### config.mk
export PLATFORM = sky130hd
export DESIGN_NAME = mac_norm_pack_flat
export DESIGN_NICKNAME = d
export VERILOG_FILES = /design/src/rtl/mac_norm_pack_if.sv /design/src/rtl/mac_norm_pack.sv /design/src/flat_wrapper.sv
export SDC_FILE = /design/constraint.sdc
export NUM_CORES = 1
export LEC_CHECK = 0
export CORE_ASPECT_RATIO = 0.8
export CORE_UTILIZATION = 25
export CTS_BUF_LIST = sky130_fd_sc_hd__clkbuf_8
export CTS_CLUSTER_SIZE = 30
export DETAILED_ROUTE_END_ITERATION = 8
export PLACE_DENSITY = 0.48
export SYNTH_ARGS = -nofsm -noshare
export SYNTH_HDL_FRONTEND = slang
export SYNTH_SLANG_ARGS = --single-unit
### constraint.sdc
create_clock -name i_clk -period 3.2 [get_ports i_clk]
set_input_delay 0.64 -clock i_clk [delete_from_list [all_inputs] [get_ports i_clk]]
set_output_delay 0.64 -clock i_clk [all_outputs]
set_load 0.05 [all_outputs]
### src/rtl/mac_norm_pack_if.sv
// Handshake and data bundle for the mac_norm_pack stage: upstream valid/ready
// with the accumulate-stage fields, downstream valid/ready with the packed result.
interface mac_norm_pack_if #(
    parameter int SUM_W  = 11,
    parameter int EXP_W  = 6,
    parameter int DIFF_W = 5,
    parameter int MAN_W  = 9
);
    localparam int OUT_W = 1 + EXP_W + MAN_W;

    logic              i_valid;
    logic              o_ready;
    logic              i_sgn;
    logic [EXP_W-1:0]  i_max_exp;
    logic [SUM_W-1:0]  i_norm_sum;
    logic [DIFF_W-1:0] i_exp_diff;
    logic              i_exp_carry;
    logic              o_valid;
    logic              i_ready;
    logic [OUT_W-1:0]  o_data;
    logic              o_ovf;
    logic              o_unf;

    modport master (
        output i_valid, i_sgn, i_max_exp, i_norm_sum, i_exp_diff, i_exp_carry, i_ready,
        input  o_ready, o_valid, o_data, o_ovf, o_unf
    );

    modport slave (
        input  i_valid, i_sgn, i_max_exp, i_norm_sum, i_exp_diff, i_exp_carry, i_ready,
        output o_ready, o_valid, o_data, o_ovf, o_unf
    );
endinterface

### src/rtl/mac_norm_pack.sv
// Final FloatSD MAC stage: normalise, round, range-check and pack one float per input.
// Build option MAC_NORM_RNE_EN: round-to-nearest-even when defined, truncation otherwise.
module mac_norm_pack #(
    parameter int SUM_W  = 11,
    parameter int EXP_W  = 6,
    parameter int DIFF_W = 5,
    parameter int MAN_W  = 9
) (
    input  logic           i_clk,
    input  logic           i_rst_n,
    mac_norm_pack_if.slave bus
);
    localparam int OUT_W = 1 + EXP_W + MAN_W;
    localparam int E_W   = ((EXP_W > DIFF_W) ? EXP_W : DIFF_W) + 3;
    localparam int LZ_W  = $clog2(SUM_W);
    localparam int FW    = SUM_W - 1;
    localparam int EXT_W = FW + MAN_W + 2;
    localparam logic signed [E_W-1:0] E_MAX = {{(E_W-EXP_W){1'b0}}, {EXP_W{1'b1}}};

    logic              en_a_s;
    logic              en_b_s;

    logic              va_r;
    logic              sgn_a_r;
    logic [EXP_W-1:0]  max_exp_a_r;
    logic [SUM_W-1:0]  sum_a_r;
    logic [DIFF_W-1:0] diff_a_r;
    logic              carry_a_r;

    logic              vb_r;
    logic [OUT_W-1:0]  data_b_r;
    logic              ovf_b_r;
    logic              unf_b_r;

    logic [LZ_W-1:0]      lz_s;
    logic signed [E_W-1:0] e_s;
    logic [SUM_W-1:0]     shifted_s;
    logic [FW-1:0]        frac_s;
    logic [EXT_W-1:0]     ext_s;
    logic [MAN_W-1:0]     man_s;
    logic [MAN_W-1:0]     man_rnd_s;
    logic signed [E_W-1:0] e_rnd_s;
    logic                 unused_hidden_s;
    logic [OUT_W-1:0]     data_nxt_s;
    logic                 ovf_nxt_s;
    logic                 unf_nxt_s;

    // The output stage advances whenever it is empty or drained; stage A behind it.
    assign en_b_s      = ~vb_r | bus.i_ready;
    assign en_a_s      = ~va_r | en_b_s;
    assign bus.o_ready = en_a_s;

    // Stage A: capture accepted input fields.
    always_ff @(posedge i_clk or negedge i_rst_n) begin
        if (!i_rst_n) begin
            va_r        <= 1'b0;
            sgn_a_r     <= 1'b0;
            max_exp_a_r <= {EXP_W{1'b0}};
            sum_a_r     <= {SUM_W{1'b0}};
            diff_a_r    <= {DIFF_W{1'b0}};
            carry_a_r   <= 1'b0;
        end else begin
            if (en_a_s) begin
                va_r <= bus.i_valid;
            end
            if (en_a_s && bus.i_valid) begin
                sgn_a_r     <= bus.i_sgn;
                max_exp_a_r <= bus.i_max_exp;
                sum_a_r     <= bus.i_norm_sum;
                diff_a_r    <= bus.i_exp_diff;
                carry_a_r   <= bus.i_exp_carry;
            end
        end
    end

    // Leading-one detect: the highest set bit wins, so scan upward.
    always_comb begin
        lz_s = {LZ_W{1'b0}};
        for (int i = 0; i < SUM_W; i++) begin
            lz_s = sum_a_r[i] ? LZ_W'(SUM_W - 1 - i) : lz_s;
        end
    end

    assign e_s = $signed({{(E_W-EXP_W){1'b0}}, max_exp_a_r})
               + $signed({{(E_W-DIFF_W){diff_a_r[DIFF_W-1]}}, diff_a_r})
               + $signed({{(E_W-1){1'b0}}, carry_a_r})
               - $signed({{(E_W-LZ_W){1'b0}}, lz_s});

    // Normalise; the hidden leading one is dropped, and padding covers narrow sums.
    assign shifted_s       = sum_a_r << lz_s;
    assign frac_s          = shifted_s[FW-1:0];
    assign unused_hidden_s = shifted_s[SUM_W-1];
    assign ext_s           = {frac_s, {(MAN_W+2){1'b0}}};
    assign man_s           = ext_s[EXT_W-1 -: MAN_W];

`ifdef MAC_NORM_RNE_EN
    logic                 rbit_s;
    logic                 sticky_s;
    logic                 round_up_s;
    logic                 man_carry_s;
    logic [MAN_W-1:0]     man_inc_s;

    assign rbit_s     = ext_s[EXT_W-1-MAN_W];
    assign sticky_s   = |ext_s[EXT_W-2-MAN_W:0];
    assign round_up_s = rbit_s & (sticky_s | man_s[0]);
    assign {man_carry_s, man_inc_s} = {1'b0, man_s} + {{MAN_W{1'b0}}, 1'b1};

    // Round to nearest-even; a mantissa carry leaves M at zero and bumps the exponent.
    always_comb begin
        man_rnd_s = man_s;
        e_rnd_s   = e_s;
        if (round_up_s) begin
            man_rnd_s = man_inc_s;
            e_rnd_s   = e_s + $signed({{(E_W-1){1'b0}}, man_carry_s});
        end else begin
            man_rnd_s = man_s;
            e_rnd_s   = e_s;
        end
    end
`else
    logic unused_round_bits_s;

    assign unused_round_bits_s = ^ext_s[EXT_W-1-MAN_W:0];
    assign man_rnd_s           = man_s;
    assign e_rnd_s             = e_s;
`endif

    // Range check in priority order: zero, overflow (saturate), underflow (flush), normal.
    always_comb begin
        data_nxt_s = {OUT_W{1'b0}};
        ovf_nxt_s  = 1'b0;
        unf_nxt_s  = 1'b0;
        if (sum_a_r == {SUM_W{1'b0}}) begin
            data_nxt_s = {OUT_W{1'b0}};
        end else if (e_rnd_s > E_MAX) begin
            data_nxt_s = {sgn_a_r, {EXP_W{1'b1}}, {MAN_W{1'b1}}};
            ovf_nxt_s  = 1'b1;
        end else if (e_rnd_s <= $signed({E_W{1'b0}})) begin
            data_nxt_s = {OUT_W{1'b0}};
            unf_nxt_s  = 1'b1;
        end else begin
            data_nxt_s = {sgn_a_r, e_rnd_s[EXP_W-1:0], man_rnd_s};
        end
    end

    // Stage B: registered result, held while downstream stalls.
    always_ff @(posedge i_clk or negedge i_rst_n) begin
        if (!i_rst_n) begin
            vb_r     <= 1'b0;
            data_b_r <= {OUT_W{1'b0}};
            ovf_b_r  <= 1'b0;
            unf_b_r  <= 1'b0;
        end else begin
            if (en_b_s) begin
                vb_r <= va_r;
            end
            if (en_b_s && va_r) begin
                data_b_r <= data_nxt_s;
                ovf_b_r  <= ovf_nxt_s;
                unf_b_r  <= unf_nxt_s;
            end
        end
    end

    assign bus.o_valid = vb_r;
    assign bus.o_data  = data_b_r;
    assign bus.o_ovf   = ovf_b_r;
    assign bus.o_unf   = unf_b_r;
endmodule
### src/flat_wrapper.sv
// flat-port wrapper written by rule: the top's interface ports become plain ports
module mac_norm_pack_flat 
#(
    parameter int SUM_W  = 11,
    parameter int EXP_W  = 6,
    parameter int DIFF_W = 5,
    parameter int MAN_W  = 9
)
  (i_clk, i_rst_n, bus_i_valid, bus_i_sgn, bus_i_max_exp, bus_i_norm_sum, bus_i_exp_diff, bus_i_exp_carry, bus_i_ready, bus_o_ready, bus_o_valid, bus_o_data, bus_o_ovf, bus_o_unf);
  mac_norm_pack_if #(.SUM_W(SUM_W), .EXP_W(EXP_W), .DIFF_W(DIFF_W), .MAN_W(MAN_W)) bus_i ();
  input  logic i_clk;
  input  logic i_rst_n;
  input wire logic [$bits(bus_i.i_valid)-1:0] bus_i_valid;
  input wire logic [$bits(bus_i.i_sgn)-1:0] bus_i_sgn;
  input wire logic [$bits(bus_i.i_max_exp)-1:0] bus_i_max_exp;
  input wire logic [$bits(bus_i.i_norm_sum)-1:0] bus_i_norm_sum;
  input wire logic [$bits(bus_i.i_exp_diff)-1:0] bus_i_exp_diff;
  input wire logic [$bits(bus_i.i_exp_carry)-1:0] bus_i_exp_carry;
  input wire logic [$bits(bus_i.i_ready)-1:0] bus_i_ready;
  output wire logic [$bits(bus_i.o_ready)-1:0] bus_o_ready;
  output wire logic [$bits(bus_i.o_valid)-1:0] bus_o_valid;
  output wire logic [$bits(bus_i.o_data)-1:0] bus_o_data;
  output wire logic [$bits(bus_i.o_ovf)-1:0] bus_o_ovf;
  output wire logic [$bits(bus_i.o_unf)-1:0] bus_o_unf;
  assign bus_i.i_valid = bus_i_valid;
  assign bus_i.i_sgn = bus_i_sgn;
  assign bus_i.i_max_exp = bus_i_max_exp;
  assign bus_i.i_norm_sum = bus_i_norm_sum;
  assign bus_i.i_exp_diff = bus_i_exp_diff;
  assign bus_i.i_exp_carry = bus_i_exp_carry;
  assign bus_i.i_ready = bus_i_ready;
  assign bus_o_ready = bus_i.o_ready;
  assign bus_o_valid = bus_i.o_valid;
  assign bus_o_data = bus_i.o_data;
  assign bus_o_ovf = bus_i.o_ovf;
  assign bus_o_unf = bus_i.o_unf;
  mac_norm_pack #(.SUM_W(SUM_W), .EXP_W(EXP_W), .DIFF_W(DIFF_W), .MAN_W(MAN_W)) u_core (.i_clk(i_clk), .i_rst_n(i_rst_n), .bus(bus_i));
endmodule
Yosys cells after proc, flatten, opt, wreduce, memory -nomap -nowiden

Cells that the tools add are included.

Output and inout bits: 20
Bits in registers: 44
Input bits: 28
Word-level logic and storage cells: 42

Add/sub/neg operators: 3
Muxes and demuxes: 19
Bitwise logic cells: 4
Reductions and logical operators: 3
Shift operators: 1
Order comparisons: 2

Operators by type and width:

| operator                                            | number |
|---|---|
| two-way mux 16 bit                                  | 3 |
| two-way mux 4 bit                                   | 11 |
| zero test 11 bit                                    | 1 |
| left shift 11 x 4 -> 10 bit                         | 1 |
| adder 9 x 2 -> 9 bit                                | 1 |
| > comparator 9 x 7 -> 1 bit, second input constant  | 1 |
| <= comparator 9 x 1 -> 1 bit, second input constant | 1 |
| subtractor 9 x 5 -> 9 bit                           | 1 |
| adder 7 x 5 -> 8 bit                                | 1 |
| two-way mux 1 bit                                   | 5 |
| logical AND 1 bit                                   | 2 |
| inverter 1 bit                                      | 2 |
| OR 1 bit                                            | 2 |

Longest topological paths before layout

Gate-level depths: netlist (run 1).

Word-level depth: 16
Depth in mapped cells: 15
Gate-level depth less buffers: 15

Least setup slack after synthesis (run 1)

Ideal clock, no wire load.

Path kind: reg2reg
Start: register u_core.sum_a_r[10]
End: register u_core.data_b_r[3] (netlist: u_core.bus.o_data[3])
Path slack: -275 ps
Required time: 3096 ps
Path buffers: 1
Library setup time: 104 ps
Arrival: 3371 ps
Cell stages (with the launch flop): 14
Period minus slack after synthesis: 3475 ps
Path through: dfrtp_1 -> or2_1 -> buf_1 -> nand2b_1 -> nor3_2 -> inv_1 -> ha_1 -> ha_1 -> o21ai_1 -> o21ai_1 -> mux2_2 -> o21ai_2 -> o21ai_2 -> o311ai_1

Longest elaborated chain between the ends: 6
Elaborated cells between the ends (all ways): 9
Those cells by class: 1 x add/sub; 2 x order compare; 1 x shift; 4 x mux; 1 x reduce/logical

RTL lines:

| item                         | RTL line             | text |
|---|---|---|
| start, declared              | mac_norm_pack.sv:26  | `logic [SUM_W-1:0] sum_a_r;` |
| start signal, assigned       | mac_norm_pack.sv:59  | `sum_a_r <= {SUM_W{1'b0}};` |
| start signal, assigned       | mac_norm_pack.sv:69  | `sum_a_r <= bus.i_norm_sum;` |
| two-way mux 4 bit            | mac_norm_pack.sv:80  | `lz_s = sum_a_r[i] ? LZ_W'(SUM_W - 1 - i) : lz_s;` |
| subtractor 9 x 5 -> 9 bit    | mac_norm_pack.sv:87  | `- $signed({{(E_W-LZ_W){1'b0}}, lz_s});` |
| <= comparator 9 x 1 -> 1 bit | mac_norm_pack.sv:138 | `end else if (e_rnd_s <= $signed({E_W{1'b0}})) begin` |
| two-way mux 16 bit           | mac_norm_pack.sv:138 |  |
| two-way mux 16 bit           | mac_norm_pack.sv:135 | `end else if (e_rnd_s > E_MAX) begin` |
| two-way mux 16 bit *         | mac_norm_pack.sv:133 | `if (sum_a_r == {SUM_W{1'b0}}) begin` |
| end signal, assigned         | mac_norm_pack.sv:150 | `data_b_r <= {OUT_W{1'b0}};` |
| end signal, assigned         | mac_norm_pack.sv:158 | `data_b_r <= data_nxt_s;` |
| end, declared                | mac_norm_pack.sv:31  | `logic [OUT_W-1:0] data_b_r;` |

Mark *: on every way between the ends. The rest lies on a longest branch, timed or not.
A chain may end at the register's enable or synchronous reset.

Final worst setup path (run 1)

Start: register u_core.diff_a_r[0]
End: register u_core.data_b_r[3] (netlist: u_core.bus.o_data[3])

Longest elaborated chain between the ends: 7
Elaborated cells between the ends (all ways): 8
Those cells by class: 3 x add/sub; 2 x order compare; 3 x mux

RTL lines:

| item                         | RTL line             | text |
|---|---|---|
| start, declared              | mac_norm_pack.sv:27  | `logic [DIFF_W-1:0] diff_a_r;` |
| start signal, assigned       | mac_norm_pack.sv:60  | `diff_a_r <= {DIFF_W{1'b0}};` |
| start signal, assigned       | mac_norm_pack.sv:70  | `diff_a_r <= bus.i_exp_diff;` |
| adder 7 x 5 -> 8 bit *       | mac_norm_pack.sv:85  | `+ $signed({{(E_W-DIFF_W){diff_a_r[DIFF_W-1]}}, diff_a_r})` |
| adder 9 x 2 -> 9 bit *       | mac_norm_pack.sv:86  | `+ $signed({{(E_W-1){1'b0}}, carry_a_r})` |
| subtractor 9 x 5 -> 9 bit *  | mac_norm_pack.sv:87  |  |
| <= comparator 9 x 1 -> 1 bit | mac_norm_pack.sv:138 |  |
| two-way mux 16 bit           | mac_norm_pack.sv:138 |  |
| two-way mux 16 bit *         | mac_norm_pack.sv:135 |  |
| two-way mux 16 bit *         | mac_norm_pack.sv:133 |  |

Marks and branches as above.

==> reports/results.tsv, run 1 <==
stage	metric	value	unit
logic_synthesis	synth_top_area_share	36.7	%
pwr	p_leak	1.93	nW
critical_path	endpoint_kind	register	
global_routing	antenna_found_initial	0	
logic_synthesis	ys_seq_elements	44	
critical_path	crit_fanout	8	
cells_and_area	final_area	4590	sq um
timing	timing.final.crit_share	104	%
critical_path	required	3410	ps
pwr	peakVddDrop	0.000469	V
routing	ant_nets	0	
logic_synthesis	syn_area	3000	sq um
place	dpl_cell_area	4110	sq um
place	portBuffers	47	
global_routing	grt_pass1_vias	2534	
timing	slew-limit-headroom	34.3	%
clocking	cts_buffers	5	
clocking	worstSkewPairLatency	300	ps
die	initial_core_util	25.8	%
clocking	clkSinkCount	44	
critical_path	crit_start	u_core.diff_a_r[0]	
place	place_ws	-243	ps
outcome	failed_checks	negative setup slack	
timing	drv_slew	0	
global_routing	grt_pass1_wl	12900	um
place	routabilityCongestion	0.792	
clocking	cts_tree	yes	
die	io_pins	48	
logic_synthesis	yosysTopAreaCell	dfrtp_1	
clocking	root_buffer	clkbuf_8	
pwr	p_per_area	1140	nW/um^2
global_routing	grt_max_degree	45	
clocking	cts_hold_buffers	0	
routing	wl	7640	um
die	rows	35	
routing	vias	2680	
die	die_area	12400	sq um
timing	max_slew.worst_pin.slew	985	ps
critical_path	timing.rr.start	u_core.diff_a_r[0]	
logic_synthesis	yosysWarnings	0	
clocking	h-tree-depth	2	
outcome	outcome	finished with violations	
cells_and_area	antenna_cells	0	
logic_synthesis	netlist_instances	310	
logic_synthesis	syn_nets	359	
logic_synthesis	synthArstFlopShare	100	%
die	die_x	124	um
routing	avgRoutedWirePerCell	13.4	um
hold_path	min-delay-path-class	in -> async	
cells_and_area	nets	471	
critical_path	arrival	3540	ps
logic_synthesis	ys_types	61	
timing	setup_viol	17	
timing	max_freq	301	MHz
logic_synthesis	synthFlopType	dfrtp_1	
global_routing	overflow	0	
routing	drt_iter0_markers	95	
die	core_area	11600	sq um
routing	drtPass1Iterations	4	
timing	finalClockSkew	8.83	ps
critical_path	critical_path_class	reg -> reg	
place	place_hpwl	6020	um
clocking	clockBufferDepth	2	
logic_synthesis	synth_area_leaders	dfrtp_1 (37%), mux2_2 (9.8%), ha_1 (7.9%), nand2_1 (3.6%), o21ai_0 (2.7%)	
cells_and_area	drive_gt1_share	39.0	%
timing	hold_viol	0	
logic_synthesis	postSynthAreaPerCell	9.67	sq um
die	die_h	99.9	um
timing	rsz0062_at_grt	true	
pwr	power.total	5.22	mW
critical_path	start_kind	register	
cells_and_area	fillers	1142	
timing	period_needed	3330	ps
logic_synthesis	synth-edff-count	0	
logic_synthesis	ys_seq_area_share	36.7	%
timing	finalHoldWorstSlack	489	ps
routing	drc	0	
clocking	cts.clk_slew.worst_paths	80	ps
global_routing	track_usage	12.8	%
flow_run	drv_cap	0	
routing	vias_per_cell	4.69	
cells_and_area	syn_to_final_growth	53.2	%
timing	setup_slack	-126	ps
==> layout make-up <==
class	count	area, sq um	area share [%]
multi-input combinational	237	2130	46.3
inverter	18	68.8	1.50
sequential	44	1100	24.1
tap	148	185	4.03
timing repair buffer	116	1010	22.1
clock inverter	2	10.0	0.218
clock buffer	6	82.6	1.80
==> final timing paths <==
check / to / slack [ps] / depth (start not counted)
max in group asynchronous: u_core.sum_a_r[4] / 2040 / 1
hold / removal: u_core.bus.o_data[5] / 490 / 1
setup / recovery: u_core.bus.o_data[3] / -130 / 16
hold reg to reg: u_core.bus.o_data[11] / 490 / 2
min in group i_clk: u_core.bus.o_data[11] / 490 / 2
setup reg to reg: u_core.bus.o_data[3] / -130 / 16
==> per-stage QoR <==
stage	utilization (%)	TNS [ps]	instances
CTS	37.4	-2500	562
detailed placement	35.4	-3390	548
global route	39.6	-4670	571
finish	39.6	-1680	571
floorplan	-	-113	310
global placement	35.4	-1580	548
==> cells in the final DEF (no fill, tap or decap), types with 3 or more instances in the layout <==
cell              n
a31oi_1           5
xnor2_2           3
o21ai_0           8
o21a_1            4
o211ai_1          7
nor3_1            3
a21oi_1           7
nand3_1           7
buf_4            63
dfrtp_1          41
nor2_2            3
nand2b_1          6
clkdlybuf4s50_1  46
o21ai_1          12
mux2_2           24
xnor2_1           3
a2bb2oi_1         3
nor2b_1           5
xor2_1            4
a21oi_2           7
clkinv_2          3
ha_4              8
clkbuf_8          6
inv_2             3
a21o_1            6
dfrtp_2           3
buf_6             5
o21ai_4           3
inv_1            14
o311ai_2          4
nand2_1          27
ha_1             10
nor2_1           10
==> per-layer routing <==
| metal | global-route usage, % | vias up | wire [um] |
|---|---|---|---|
| met2 | 17.4 | 67 | 3000 |
| met1 | 19.8 | 1232 | 4180 |
| met5 | 0 | - | 0 |
| met3 | 2.93 | 7 | 383 |
| met4 | 3.15 | 0 | 74 |
| li1 | - | 1374 | - |
==> sequential cells by signal (all words and copies together), names as in the netlist <==
name	flops
u_core.bus.o_data	16
u_core.bus.o_ovf	1
u_core.bus.o_unf	1
u_core.bus.o_valid	1
u_core.carry_a_r	1
u_core.diff_a_r	5
u_core.max_exp_a_r	6
u_core.sgn_a_r	1
u_core.sum_a_r	11
u_core.va_r	1
==> kinds of logic after synthesis <==
| family | count (synthesis) | synth area share (%) |
|---|---|---|
| multiplexers | 27 | 10.1 |
| XOR/XNOR | 11 | 3.21 |
| buffers and inverters | 30 | 4.26 |
| adder cells (fa/ha/maj) | 21 | 9.27 |
| AO/OA/AOI/OAI | 93 | 22.2 |
| flip-flops | 44 | 36.7 |
| AND/OR/NAND/NOR | 84 | 14.2 |
==> Yosys cell counts, types with 3 or more instances <==
library cell  instances
ha_1                 19
dfrtp_1              44
a21oi_1              13
a31oi_1               7
nand2b_1              6
o21bai_1              4
o311ai_1              3
xnor2_1               6
clkbuf_1              4
xor2_1                5
o21ai_0              16
inv_1                17
o21ai_1               6
a21o_1                6
mux2_2               26
o21a_1                4
a2bb2oi_1             3
nand2_1              29
nor2_1               14
buf_2                 5
nand3_1               7
nor3_1                3
nor2b_1               6
o211ai_1              7
==> what timing repair did <==
action                                  in CTS  in global routing
pin swaps                                   20                 34
endpoints found under the setup margin      18                 18
setup buffers                                5                 10
cloned                                       1                  0
gates resized for setup                     14                 46
==> critical path, stage by stage, from the launching register on <==
cell	delay, ps
dfrtp_1	390
ha_2	200
fa_2	340
a21o_1	170
a21oi_2	190
inv_1	70
a21oi_2	130
o21bai_2	90
xor2_1	150
ha_1	360
inv_1	70
and2_4	130
mux2_4	280
o21ai_4	160
buf_12	140
o21ai_4	90
o311ai_1	260
==> where the power goes <==
| part | total (mW) | switching (mW) | internal (mW) |
|---|---|---|---|
| clock network | 0.364 | 0.191 | 0.172 |
| logic | 4.03 | 1.97 | 2.06 |
| registers | 0.828 | 0.111 | 0.717 |
| total | 5.22 | 2.27 | 2.95 |
No activity file was read; power rests on OpenSTA's default activity.
==> run 2: changes to the inputs <==
- CORE_UTILIZATION: 25 -> 50
- PLACE_DENSITY: 0.48 -> 0.81
==> reports/results.tsv, run 2 (synthesis gave the netlist of run 1 again) <==
stage	metric	value	unit
clocking	clkSinkCount	44	
cells_and_area	drive_gt1_share	36.0	%
routing	ant_nets	0	
cells_and_area	final_core_util	77.7	%
clocking	h-tree-depth	2	
global_routing	grt_max_degree	45	
global_routing	grt_pass1_vias	2657	
critical_path	r2r_setup_slack	-250	ps
timing	setup_slack	-246	ps
critical_path	reg2regPathDepth	14	
die	rows	24	
place	portBuffers	47	
cells_and_area	final_cell_mix	buf_4 (55), clkdlybuf4s50_1 (46), dfrtp_1 (42)	
critical_path	start_kind	register	
routing	drc	0	
clocking	cts_tree	yes	
cells_and_area	fillers	372	
flow_run	drv_cap	0	
timing	slew-limit-headroom	35.5	%
timing	max_slew.worst_pin.slew	968	ps
critical_path	r2r_end	u_core.bus.o_data[6]	
cells_and_area	final_common_cell	buf_4	
pwr	seq_power_share	16.5	%
cells_and_area	antenna_cells	0	
clocking	clockBufferDepth	2	
outcome	outcome	finished with violations	
global_routing	overflow	0	
critical_path	critical_path_class	reg -> reg	
routing	vias	2804	
die	die_area	6310	sq um
timing	rsz0062_at_grt	true	
cells_and_area	largest_reg_flops	16	
timing	hold_viol	0	
pwr	power_frac_comb	76.3	%
pwr	clkPwrFrac	7.2	%
pwr	peakVddDrop	0.000682	V
pwr	p_per_area	1150	nW/um^2
clocking	root_buffer	clkbuf_8	
die	die_h	71.3	um
critical_path	timing.rr.start	u_core.max_exp_a_r[0]	
clocking	cts.clk_slew.worst_paths	80	ps
timing	max_freq	290	MHz
routing	vias_per_cell	5.70	
critical_path	required	3370	ps
critical_path	arrival	3610	ps
die	io_pins	48	
outcome	failed_checks	negative setup slack	
pwr	p_switching	2.27	mW
timing	finalClockSkew	10.7	ps
die	initial_core_util	53.4	%
global_routing	antenna_found_initial	0	
place	place_hpwl	5470	um
pwr	p_leak	1.87	nW
clocking	worstSkewPairLatency	300	ps
place	routabilityCongestion	0.876	
timing	finalHoldWorstSlack	491	ps
global_routing	track_usage	25.7	%
hold_path	min-delay-path-class	in -> async	
timing	setup_viol	17	
critical_path	endpoint_kind	register	
critical_path	crit_fanout	8	
pwr	p_int	2.74	mW
die	die_x	88.6	um
die	core_area	5620	sq um
cells_and_area	syn_to_final_growth	45.5	%
routing	wl	7540	um
routing	drt_iter0_markers	158	
timing	period_needed	3450	ps
routing	drtPass1Iterations	4	
cells_and_area	nets	462	
routing	avgRoutedWirePerCell	15.3	um
timing	drv_slew	0	
pwr	swShare	45.4	%
clocking	cts_buffers	5	
global_routing	grt_pass1_wl	12500	um
timing	timing.final.crit_share	108	%
run 2: cell count changes in the layout (fill, tap and decap cells not counted), sizes merged:
cell  previous run  this run
buf             70        61
run 2: power by group through the flow:
stage	clock network, mW	registers [mW]	logic (mW)
after detailed placement	0	0.836	2.86
after global placement	0	0.822	2.80
after CTS	0.363	0.824	3.32
after global routing	0.388	0.848	4.10
after floorplan	0	1.18	1.55
final	0.358	0.828	3.82
run 2: worst max path at each step:
stage                                     start                    to  slack [ps]  cells past startpoint
after floorplan               u_core.sum_a_r[6]  u_core.bus.o_data[3]         -20                     12
after global placement    u_core.max_exp_a_r[0]  u_core.bus.o_data[7]         -80                     13
after detailed placement  u_core.max_exp_a_r[0]  u_core.bus.o_data[1]        -170                     13
after CTS                 u_core.max_exp_a_r[0]  u_core.bus.o_data[4]        -160                     15
after global routing      u_core.max_exp_a_r[0]  u_core.bus.o_data[2]        -380                     14
final                     u_core.max_exp_a_r[0]  u_core.bus.o_data[6]        -250                     14
run 2: what timing repair did:
action                                  in CTS  in global routing
hold buffers                                 0                  0
buffers inserted                             7                  8
pin swaps                                   16                 21
endpoints found under the setup margin      17                 18
gates resized for setup                     16                 33
cloned                                       1                  0
run 2: final cells by class:
class	instances	area (sq um)	share of cell area, %
multi-input cells	237	2060	47.3
flip-flops and latches	44	1100	25.3
repair buffers	107	935	21.4
well taps	78	97.6	2.24
clock buffers	6	82.6	1.89
inverters	18	68.8	1.58
clock inverters	2	10.0	0.230
run 2: through the flow:
step                      instances  power [mW]  instance area, sq um  setup TNS, ps  setup WS, ps
final                           492        5.01                  4360          -3260          -246
after global routing            492        5.34                  4360          -5910          -375
after CTS                       484        4.51                  4200          -1970          -160
after detailed placement        468        3.70                  3940          -2020          -169
after global placement          468        3.62                  3940           -771         -79.4
after floorplan                 310        2.72                  3110           -113         -19.9
run 2: worst max-delay path, cell delays in order (launching register included):
cell      delay (ps)
dfrtp_1          410
ha_2             220
fa_2             340
a21o_1           170
a21oi_2          160
buf_4            160
xnor2_4          120
inv_2             70
ha_4             270
a21o_1           190
a31oi_2           60
a21bo_2          230
a2111o_1         470
o21ai_4          310
o311ai_2         140
run 2: routing by layer:
metal,global-route usage (%),wire (um),vias up
met5,0,0,-
met4,6.99,119,0
met3,4.26,363,12
met2,40.5,3510,95
met1,36.8,3540,1347
li1,-,-,1350
